## src/rtl/fetch_decode_stage.sv

```systemverilog
// LEGv8 instruction-fetch stage with IF/ID pipeline register.
// Fetches over a req/valid handshake and absorbs one in-flight word in a skid buffer while stalled.
module fetch_decode_stage #(
  parameter int                  PC_WIDTH    = 64,
  parameter int                  INSTR_WIDTH = 32,
  parameter logic [PC_WIDTH-1:0] RESET_PC    = '0,
  parameter int                  CNT_WIDTH   = 32
) (
  input  logic                   clk,
  input  logic                   rst_n,
  output logic                   imem_req,
  output logic [PC_WIDTH-1:0]    imem_addr,
  input  logic [INSTR_WIDTH-1:0] imem_rdata,
  input  logic                   imem_valid,
  input  logic                   stall,
  input  logic                   branch_taken,
  input  logic [PC_WIDTH-1:0]    branch_target,
  output logic                   id_valid,
  output logic [PC_WIDTH-1:0]    id_pc,
  output logic [INSTR_WIDTH-1:0] id_instr,
  output logic [10:0]            opcode,
  output logic [CNT_WIDTH-1:0]   fetch_count
);

  typedef enum logic [1:0] {IDLE, FETCH, HOLD} state_t;

  state_t                 r_state;
  logic                   r_imem_req;
  logic [PC_WIDTH-1:0]    r_pc;
  logic                   r_id_valid;
  logic [PC_WIDTH-1:0]    r_id_pc;
  logic [INSTR_WIDTH-1:0] r_id_instr;
  logic [PC_WIDTH-1:0]    r_skid_pc;
  logic [INSTR_WIDTH-1:0] r_skid_instr;
  logic [CNT_WIDTH-1:0]   r_count;

  logic [PC_WIDTH-1:0]    w_target;
  logic [PC_WIDTH-1:0]    w_pc_inc;
  logic [CNT_WIDTH-1:0]   w_count_inc;

  assign w_target    = branch_target & ~PC_WIDTH'(3);
  assign w_pc_inc    = r_pc + PC_WIDTH'(4);
  assign w_count_inc = r_count + CNT_WIDTH'(1);

  // Redirect outranks everything; in HOLD the PC already points past the skid word.
  always_ff @(posedge clk or negedge rst_n) begin
    if (!rst_n) begin
      r_state      <= IDLE;
      r_imem_req   <= 1'b0;
      r_pc         <= RESET_PC;
      r_id_valid   <= 1'b0;
      r_id_pc      <= '0;
      r_id_instr   <= '0;
      r_skid_pc    <= '0;
      r_skid_instr <= '0;
      r_count      <= '0;
    end else begin
      case (r_state)
        IDLE: begin
          r_state    <= FETCH;
          r_imem_req <= 1'b1;
        end
        FETCH: begin
          if (branch_taken) begin
            r_pc         <= w_target;
            r_id_valid   <= 1'b0;
            r_skid_pc    <= '0;
            r_skid_instr <= '0;
          end else if (imem_valid && !stall) begin
            r_id_pc    <= r_pc;
            r_id_instr <= imem_rdata;
            r_id_valid <= 1'b1;
            r_pc       <= w_pc_inc;
            r_count    <= w_count_inc;
          end else if (imem_valid && stall) begin
            r_skid_pc    <= r_pc;
            r_skid_instr <= imem_rdata;
            r_pc         <= w_pc_inc;
            r_state      <= HOLD;
            r_imem_req   <= 1'b0;
          end else if (!stall) begin
            r_id_valid <= 1'b0;
          end
        end
        HOLD: begin
          if (branch_taken) begin
            r_pc         <= w_target;
            r_id_valid   <= 1'b0;
            r_skid_pc    <= '0;
            r_skid_instr <= '0;
            r_state      <= FETCH;
            r_imem_req   <= 1'b1;
          end else if (!stall) begin
            r_id_pc      <= r_skid_pc;
            r_id_instr   <= r_skid_instr;
            r_id_valid   <= 1'b1;
            r_count      <= w_count_inc;
            r_skid_pc    <= '0;
            r_skid_instr <= '0;
            r_state      <= FETCH;
            r_imem_req   <= 1'b1;
          end
        end
        default: begin
          r_state    <= IDLE;
          r_imem_req <= 1'b0;
        end
      endcase
    end
  end

  assign imem_req    = r_imem_req;
  assign imem_addr   = r_pc;
  assign id_valid    = r_id_valid;
  assign id_pc       = r_id_pc;
  assign id_instr    = r_id_instr;
  assign opcode      = r_id_valid ? r_id_instr[31:21] : 11'b0;
  assign fetch_count = r_count;

endmodule

```

## config.mk

```make
export PLATFORM = sky130hd
export DESIGN_NAME = fetch_decode_stage
export DESIGN_NICKNAME = d
export VERILOG_FILES = /design/src/rtl/fetch_decode_stage.sv
export SDC_FILE = /design/constraint.sdc
export NUM_CORES = 1
export LEC_CHECK = 0
export ABC_CLOCK_PERIOD_IN_PS = 2590
export CAP_MARGIN = 20
export CORE_MARGIN = 2
export CORE_UTILIZATION = 40
export CTS_BUF_LIST = sky130_fd_sc_hd__clkbuf_2
export CTS_CLUSTER_SIZE = 8
export DETAILED_ROUTE_END_ITERATION = 6
export DONT_BUFFER_PORTS = 1
export GPL_ROUTABILITY_DRIVEN = 0
export GPL_TIMING_DRIVEN = 0
export PLACE_DENSITY_LB_ADDON = 0.2
export SYNTH_ARGS = -nofsm -noshare
export SYNTH_HDL_FRONTEND = slang
export SYNTH_SLANG_ARGS = --single-unit
```

## constraint.sdc

```tcl
create_clock -name clk -period 2.59 [get_ports clk]
set_clock_uncertainty 0.15 [all_clocks]
set_input_delay 0 -clock clk [delete_from_list [all_inputs] [get_ports clk]]
set_output_delay 0 -clock clk [all_outputs]
set_load 0.1 [all_outputs]
```

==> results.toml, run 1 <==
[grt]
antenna_found_initial = 1
gr-total-overflow = 0
grt_max_degree = 288
track_usage_pct = 29.4
grt_pass1_wl_mm = 82.9
grt_pass1_vias = 14400

[cts]
cts_root_buf = "clkbuf_2"
cts_tree = "done"
cts_buffer_depth = 3
clk_pin_slew_ps = 110
holdBufCountCts = 229
ctsHtreeMaxLevel = 3
clock_sinks = 287
cts_buffers = 82
clk_latency_ps = 990

[synth]
synth.mux.area_fraction_pct = 7.15
synth_top_family_by_area = "simple AND/OR/NAND/NOR gates"
netlist_instances = 1520
synth.area.top_cells = "dfrtp_1 51%, nand2_1 7.9%, mux2i_1 6.8%, o21ai_0 6.4%, clkbuf_1 2.6%"
synth_top_cell_by_area = "dfrtp_1"
yosys-top-cells-count = "297 x nand2_1, 287 x dfrtp_1, 180 x o21ai_0"
synthSimpleGateAreaFrac_pct = 19.4
ys_ff_latch = 287
synth_xor_area_share_pct = 1.93
syn_area_sq_mm = 0.0141
synth_fa_ha_area_share_pct = 0.445
ys_seq_area_share_pct = 51.1
synth_flop_cell = "dfrtp_1"
ys_async_sr_fraction_pct = 100
synth_area_per_cell_sq_um = 9.25
synth_compound_area_share_pct = 15.5
ys_warn_count = 0
synth_edf_count = 0
synth_cell_types = 60
yosysTopAreaCellShare_pct = 51.1
synth.most_common_cell = "nand2_1"

[timing]
period_minus_slack_ps = 2760
period_share_pct = 106
worst_slack_ps = -166
worst_slew_pin_slew_ps = 1150
drv_slew = 0
slew_headroom_pct = 23.5
finalSetupViolCount = 12
final_hold_viol_count = 287
whs_ps = -1440
rsz0062_at_grt = "true"
clock.fmax_mhz = 363
finalSetupTns_ps = -579

[worst_setup_path]
rr_worst_depth = 7
r2r_end = "imem_addr[63]$_DFFE_PN0P_"
r2r_slack_ps = -170
crit_arrival_ps = 3420
crit_required_ps = 3260
critPathKind = "register to register"
reg2reg_from = "imem_addr[5]$_DFFE_PN0P_"
cp-end-kind = "register"
cp-start-kind = "register"
crit_start = "imem_addr[5]$_DFFE_PN0P_"
worst-path-max-fanout = 7

[finish]
synthToLayoutAreaGrowth_pct = 40.5
post-route-util_pct = 57.2
nNetsFinal = 2004
fill_cells = 3039
drive_gt1_share_pct = 24.4

[drt]
drt_iter0_drc = 1101
route.detailed.drc = 0
routed_wl_mm = 55.0
viasPerCell = 5.81
routedWlPerCell_um = 22.7
drtAntennaViolNets = 0
route.vias.total = 14100
firstDrtPassIters = 6

[die]
die-area_sq_mm = 0.0367
die_y_um = 192
num_io_pins = 306
fp.dieW_um = 192
core-area_sq_mm = 0.0345
start_util_pct = 40.7
rows = 68

[placement]
place.port_buffers = 0
hpwl_mm = 35.1
dp_slack_ps = -1840

[status]
violations = "negative hold slack, negative setup slack"
status = "finished with violations"

[job]
drv_cap = 0

[hold_path]
hold_class = "input pin to async pin"
[worst max-delay path by stage]
stage | endpoint | cells after the start | slack, ps
after floorplan | imem_addr[63]$_DFFE_PN0P_ | 7 | -170
after global placement | r_skid_instr[31]$_DFFE_PN0P_ | 8 | -1920
after detailed placement | r_skid_instr[31]$_DFFE_PN0P_ | 8 | -1840
after CTS | imem_addr[63]$_DFFE_PN0P_ | 7 | -270
after global routing | imem_addr[63]$_DFFE_PN0P_ | 7 | -220
final | imem_addr[63]$_DFFE_PN0P_ | 7 | -170
[area by class of cell]
class | instances | area (sq um) | area share (%)
sequential | 287 | 7420 | 37.6
timing repair buffer | 300 | 3030 | 15.4
tap | 455 | 569 | 2.88
multi-input combinational | 1071 | 6930 | 35.1
buffer | 113 | 917 | 4.64
inverter | 43 | 164 | 0.829
clock inverter | 20 | 75.1 | 0.380
clock buffer | 129 | 646 | 3.27
antenna | 2 | 5.00 | 0.0253
[cells in the final DEF, fill, tap and decap left out, types with 14 or more instances in the layout]
cell type        n
o21ai_0        176
clkbuf_2       146
nand4_1         36
dlygate4sd3_1  229
clkbuf_1        24
nand3_1         48
nor2_1          46
o41ai_2         14
dfrtp_1        201
and3_1          19
a21oi_1         42
buf_4           61
mux2i_1         95
buf_6           23
xnor2_1         20
nand2_1        294
clkinv_1        19
nor3_1          26
inv_1           42
o41ai_1         16
dfrtp_2         32
dfrtp_4         54
[cell families after synthesis]
family	after synthesis
AND/OR/NAND/NOR	578
AO/OA/AOI/OAI	355
flip-flops	287
buffers and inverters	163
multiplexers	100
XOR/XNOR	31
adder cells (fa/ha/maj)	5
other	1
[registers in the layout, indices dropped and copies added (netlist names)]
name,cells
r_skid_instr,32
id_valid,1
r_state,2
fetch_count,32
id_pc,63
id_instr,32
r_skid_pc,63
imem_addr,62
[layer usage]
layer  routed length (um)  up-vias  GRT usage, %
li1                     -     6227             -
met1                22300     6928          37.4
met2                25400      742          46.4
met3                 5230      157          8.28
met4                 2110        0          13.7
met5                    0        -             0
[timing repair]
action | in CTS | in global routing
gates resized for setup | 296 | 155
hold endpoints to repair | 574 | 287
gates cloned | 2 | 1
buffers inserted | 45 | 18
setup endpoints to repair | 297 | 228
pin swaps | 22 | 40
[through the flow]
step | cell area [sq um] | std cells
2_1_floorplan | 14200 | 1521
3_3_place_gp | 14800 | 1976
3_5_place_dp | 14800 | 1978
4_1_cts | 19100 | 2399
5_1_grt | 19800 | 2419
6_report | 19800 | 2420
[critical path, stage by stage (launching register included)]
cell and delay (ps):
dfrtp_4 680, nand4_1 180, buf_6 170, or3_4 420, or3_4 370, buf_6 150
o31ai_1 320, o311ai_2 160
Power of run 1 is left out: the tool's default activity adds up to more than one toggle a clock period on the data nets, which glitch-free logic cannot reach.
==> run 2: changes to the inputs <==
--- a/config.mk
+++ b/config.mk
@@ -8,7 +8,7 @@
 export ABC_CLOCK_PERIOD_IN_PS = 2590
 export CAP_MARGIN = 20
 export CORE_MARGIN = 2
-export CORE_UTILIZATION = 40
+export CORE_UTILIZATION = 60
 export CTS_BUF_LIST = sky130_fd_sc_hd__clkbuf_2
 export CTS_CLUSTER_SIZE = 8
 export DETAILED_ROUTE_END_ITERATION = 6
==> run 2 against run 1 <==
The flow finishes with violations (design-rule violations, negative hold slack, negative setup slack). Critical path depth fell by 1. Non-clock buffer count fell by 2. Wire length rose by 0.64%. Count of clock-buffer cells in the layout fell by 8. Final cell count fell by 6.2%. Worst hold slack improved by 79 ps. Largest cell class unchanged.
==> results.toml, run 2 (same netlist as run 1, synthesis figures left out) <==
[placement]
dp_slack_ps = -1730
place.port_buffers = 0
hpwl_mm = 30.8

[worst_setup_path]
r2r_slack_ps = -310
crit_required_ps = 3200
critPathKind = "register to register"
r2r_end = "imem_addr[63]$_DFFE_PN0P_"
cp-start-kind = "register"
worst-path-max-fanout = 8
crit_arrival_ps = 3500
cp-end-kind = "register"
crit_start = "imem_addr[29]$_DFFE_PN0P_"
reg2reg_from = "imem_addr[29]$_DFFE_PN0P_"
rr_worst_depth = 6
endpoint = "imem_addr[63]$_DFFE_PN0P_"

[die]
num_io_pins = 306
core-area_sq_mm = 0.0233
start_util_pct = 60.5
die_y_um = 157
fp.dieW_um = 157
die-area_sq_mm = 0.0247
rows = 56

[grt]
grt_pass1_wl_mm = 79.6
grt_pass1_vias = 14800
grt_max_degree = 288
track_usage_pct = 41.7
antenna_found_initial = 3
gr-total-overflow = 0

[cts]
cts_tree = "done"
ctsHtreeMaxLevel = 3
cts_buffer_depth = 3
holdBufCountCts = 226
clk_pin_slew_ps = 130
cts_buffers = 77
clock_sinks = 287
clk_latency_ps = 880
cts_root_buf = "clkbuf_2"

[drt]
firstDrtPassIters = 7
route.detailed.drc = 11
routed_wl_mm = 55.4
route.vias.total = 15000
viasPerCell = 6.63
drt_iter0_drc = 2143
routedWlPerCell_um = 24.4
drtAntennaViolNets = 0

[timing]
finalSetupViolCount = 33
period_share_pct = 112
whs_ps = -1370
worst_slack_ps = -306
period_minus_slack_ps = 2900
worst_slew_pin_slew_ps = 1180
rsz0062_at_grt = "true"
slew_headroom_pct = 21.0
clock.fmax_mhz = 345
drv_slew = 0
final_hold_viol_count = 287

[finish]
fill_cells = 1259
mostFrequentLayoutCells = "291 x nand2_1, 226 x dlygate4sd3_1, 208 x dfrtp_1, 176 x o21ai_0, 142 x clkbuf_2"
layout_commonest_cell = "nand2_1"
post-route-util_pct = 83.6
multiInputGateArea_sq_mm = 0.00702
drive_gt1_share_pct = 25.1
synthToLayoutAreaGrowth_pct = 38.3
regArea_sq_mm = 0.00741
nNetsFinal = 1997

[status]
status = "finished with violations"
violations = "design-rule violations, negative hold slack, negative setup slack"

[hold_path]
hold_class = "input pin to async pin"

[job]
drv_cap = 0
## run 2: worst max-delay path, cell delays in order, from the launching register on
cell      delay, ps
dfrtp_4         650
buf_6           180
and3_1          270
nand4_1         330
or3_4           440
or4_4           530
o311ai_4        230
## run 2: cell type report
type	count	share of cell area (%)
well taps	319	2.05
inverters	43	0.843
clock inverters	15	0.566
clock buffers	121	3.11
repair buffers	297	14.8
plain buffers	114	4.37
flip-flops and latches	287	38.1
diodes	3	0.0386
multi-input cells	1071	36.1
## run 2: worst min path at each step
stage	start	to	cells after the start
after floorplan	rst_n	fetch_count[0]$_DFFE_PN0P_	0
after global placement	rst_n	id_instr[20]$_DFFE_PN0P_	0
after detailed placement	rst_n	id_instr[20]$_DFFE_PN0P_	0
after CTS	rst_n	id_instr[20]$_DFFE_PN0P_	0
after global routing	rst_n	id_instr[15]$_DFFE_PN0P_	0
final	rst_n	id_instr[20]$_DFFE_PN0P_	0
## run 2: timing repair
item,4_1_cts,5_1_grt
buffers inserted,34,36
endpoints found under the setup margin,294,235
gates cloned,1,0
pin swaps,16,42
gates resized for setup,275,174
endpoints found under the hold margin,574,287
## run 2: per-layer routing
metal	vias to the layer above	global-route usage, %	share of wire (%)
li1	6205	-	-
met1	7080	49.8	35
met2	1351	66.8	45
met3	404	13.4	13
met4	0	23.6	6.8
met5	-	0	0
## run 2: per-stage QoR
stage / TNS (ps) / hold WS (ps) / cells / instance area [sq um]
after CTS: -1950 / -1390 / 2233 / 18600
final: -3290 / -1370 / 2270 / 19400
after global placement: -337310 / -439 / 1840 / 14600
after floorplan: -306 / -446 / 1521 / 14200
after global routing: -4790 / -1460 / 2270 / 19400
after detailed placement: -341910 / -440 / 1840 / 14600
Power of run 2 is left out for the same reason.
==> run 3: changes to the inputs <==
--- a/config.mk
+++ b/config.mk
@@ -5,6 +5,7 @@
 export SDC_FILE = /design/constraint.sdc
 export NUM_CORES = 1
 export LEC_CHECK = 0
+export ABC_AREA = 1
 export ABC_CLOCK_PERIOD_IN_PS = 2590
 export CAP_MARGIN = 20
 export CORE_MARGIN = 2
==> run 3 against run 2 <==
Global-route usage is 0.055 points higher. The flow finishes with violations (design-rule violations, negative hold slack). Via count is 12% higher. Fmax is 13% higher. Die area is 9.8% higher. Non-clock buffer count is 99 lower.
==> results.toml, run 3 <==
[status]
status = "finished with violations"
violations = "design-rule violations, negative hold slack"

[finish]
final_area_sq_mm = 0.0189
synthToLayoutAreaGrowth_pct = 22.3
layout_commonest_cell = "nand2_1"
fin_cells = 2808
nNetsFinal = 2539
regArea_sq_mm = 0.00737
mostFrequentLayoutCells = "720 x nand2_1, 244 x nor2_1, 194 x o21ai_0, 193 x dfrtp_1, 192 x dlygate4sd3_1"
fill_cells = 1847
multiInputGateArea_sq_mm = 0.00713
drive_gt1_share_pct = 13.4

[grt]
gr-total-overflow = 0
antenna_found_initial = 1
grt_pass1_vias = 16200
track_usage_pct = 41.8
grt_pass1_wl_mm = 87.1
grt_max_degree = 288

[job]
drv_cap = 0

[synth]
synth.area.top_cells = "dfrtp_1 46%, nand2_1 17%, o21ai_0 6.3%, nor2_1 6.0%, inv_1 4.6%"
synth_area_per_cell_sq_um = 7.17
netlist_instances = 2160
ys_ff_latch = 287
yosysTopAreaCellShare_pct = 46.4
synth.most_common_cell = "nand2_1"
yosys-top-cells-count = "720 x nand2_1, 287 x dfrtp_1, 247 x nor2_1"
ys_warn_count = 0
synth_cell_types = 40
ys_seq_area_share_pct = 46.4
synth_flop_cell = "dfrtp_1"
syn_area_sq_mm = 0.0155
ys_async_sr_fraction_pct = 100
synth_top_cell_by_area = "dfrtp_1"
synth_edf_count = 0

[cts]
holdBufCountCts = 192
cts_buffers = 73
clock_sinks = 287
clk_latency_ps = 960
ctsHtreeMaxLevel = 3
cts_tree = "done"
cts_buffer_depth = 3
cts_root_buf = "clkbuf_2"
clk_pin_slew_ps = 140

[drt]
route.detailed.drc = 3
firstDrtPassIters = 7
drtAntennaViolNets = 0
viasPerCell = 5.98
route.vias.total = 16800
drt_iter0_drc = 2622
routedWlPerCell_um = 20.2
routed_wl_mm = 56.7

[timing]
finalSetupViolCount = 0
worst_slew_pin_slew_ps = 1190
worst_slack_ps = 26.5
period_share_pct = 99.0
clock.fmax_mhz = 390
period_minus_slack_ps = 2560
finalSetupTns_ps = 0
final_hold_viol_count = 287
slew_headroom_pct = 20.9
whs_ps = -1350
drv_slew = 0
rsz0062_at_grt = "true"

[worst_setup_path]
cp-start-kind = "register"
crit_required_ps = 3200
path_cells = "nand2_1 -> nor2_1 -> nand2_1 -> nor2_1 -> nand2_1 -> o21ai_1 -> nand3_1 -> nand2_1 -> nand2_1"
worst-path-max-fanout = 6
cp_slowest_cell = "dfrtp_2"
r2r_slack_ps = 30
critPathKind = "register to register"
crit_arrival_ps = 3180
crit_path_max_incr_delay_ps = 770
critical-path-top-delay-family = "simple AND/OR/NAND/NOR gates"
cp_num_buf_inv = 0
path_common_cell = "nand2_1"
cp-end-kind = "register"

[placement]
hpwl_mm = 38.2
dp_slack_ps = -667
dp.cells = 2492
placed_cell_area_sq_mm = 0.0159
place.port_buffers = 0

[die]
core-area_sq_mm = 0.0253
die-area_sq_mm = 0.0271
start_util_pct = 61.3
num_io_pins = 306
rows = 58
fp.dieW_um = 165
die_y_um = 165

[hold_path]
hold_class = "input pin to async pin"
-- run 3: changes by cell type after synthesis, moves of 38 or more --
cell      before  now
mux2i_1       96    0
nand4_1       36   76
nand2_1      297  720
clkbuf_1      99   61
inv_1         43  188
a21oi_1       45  108
nor2_1        51  247
-- run 3: layer usage --
metal | global-route usage [%] | vias to the layer above | wire length [um]
met4 | 24.9 | 0 | 3610
met2 | 64.8 | 1338 | 25500
met1 | 51.6 | 7667 | 20200
met5 | 0 | - | 0
met3 | 12.6 | 299 | 7510
li1 | - | 7475 | -
-- run 3: per-stage QoR --
stage	util (%)	hold WS, ps
after global routing	74.9	-1400
final	74.9	-1350
after detailed placement	63.0	-440
after floorplan	-	-446
after CTS	74.0	-1400
after global placement	62.9	-439
-- run 3: layout make-up --
cell class,count,share of cell area (%)
inverter,191,4.02
multi-input combinational,1568,37.7
antenna,1,0.0132
buffer,115,3.39
timing repair buffer,197,10.6
tap,330,2.18
clock buffer,107,2.83
sequential,287,38.9
clock inverter,12,0.284
-- run 3: path summary, 6_finish.rpt --
kind	from	endpoint	cells past startpoint
setup / recovery	imem_addr[17]$_DFFE_PN0P_	imem_addr[63]$_DFFE_PN0P_	9
hold / removal	rst_n	imem_addr[19]$_DFFE_PN0P_	0
setup reg to reg	imem_addr[17]$_DFFE_PN0P_	imem_addr[63]$_DFFE_PN0P_	9
hold reg to reg	r_skid_pc[1]$_DFFE_PN0P_	r_skid_pc[1]$_DFFE_PN0P_	2
max in group asynchronous	rst_n	imem_addr[53]$_DFFE_PN0P_	0
min in group clk	stall	id_valid$_DFFE_PN0P_	5
-- run 3: worst reg2reg max path, cell delays in order, from the launching register on --
cell,delay [ps]
dfrtp_2,770
nand2_1,180
nor2_1,240
nand2_1,120
nor2_1,190
nand2_1,240
o21ai_1,190
nand3_1,150
nand2_1,110
nand2_1,60
-- run 3: what timing repair did --
item / 4_1_cts / 5_1_grt
hold endpoints to repair: 567 / 287
setup buffers: 3 / 0
cloned: 0 / 0
gates resized for setup: 131 / 100
setup endpoints to repair: 282 / 223
pin swaps: 1 / 1
-- run 3: kinds of logic (layout without fill, tap and decap cells) --
| family | count (synthesis) | count (layout) | share of synthesized area, % |
|---|---|---|---|
| buf+inv | 306 | 622 | 7.83 |
| flops | 287 | 287 | 46.4 |
| compound gates | 328 | 328 | 10.9 |
| fa+ha+maj | 5 | 5 | 0.404 |
| other cells | 1 | 3 | 0.0242 |
| simple gates | 1184 | 1184 | 31.6 |
| xor+xnor | 48 | 48 | 2.72 |
| mux | 1 | 1 | 0.0728 |
Power of run 3 is left out for the same reason.
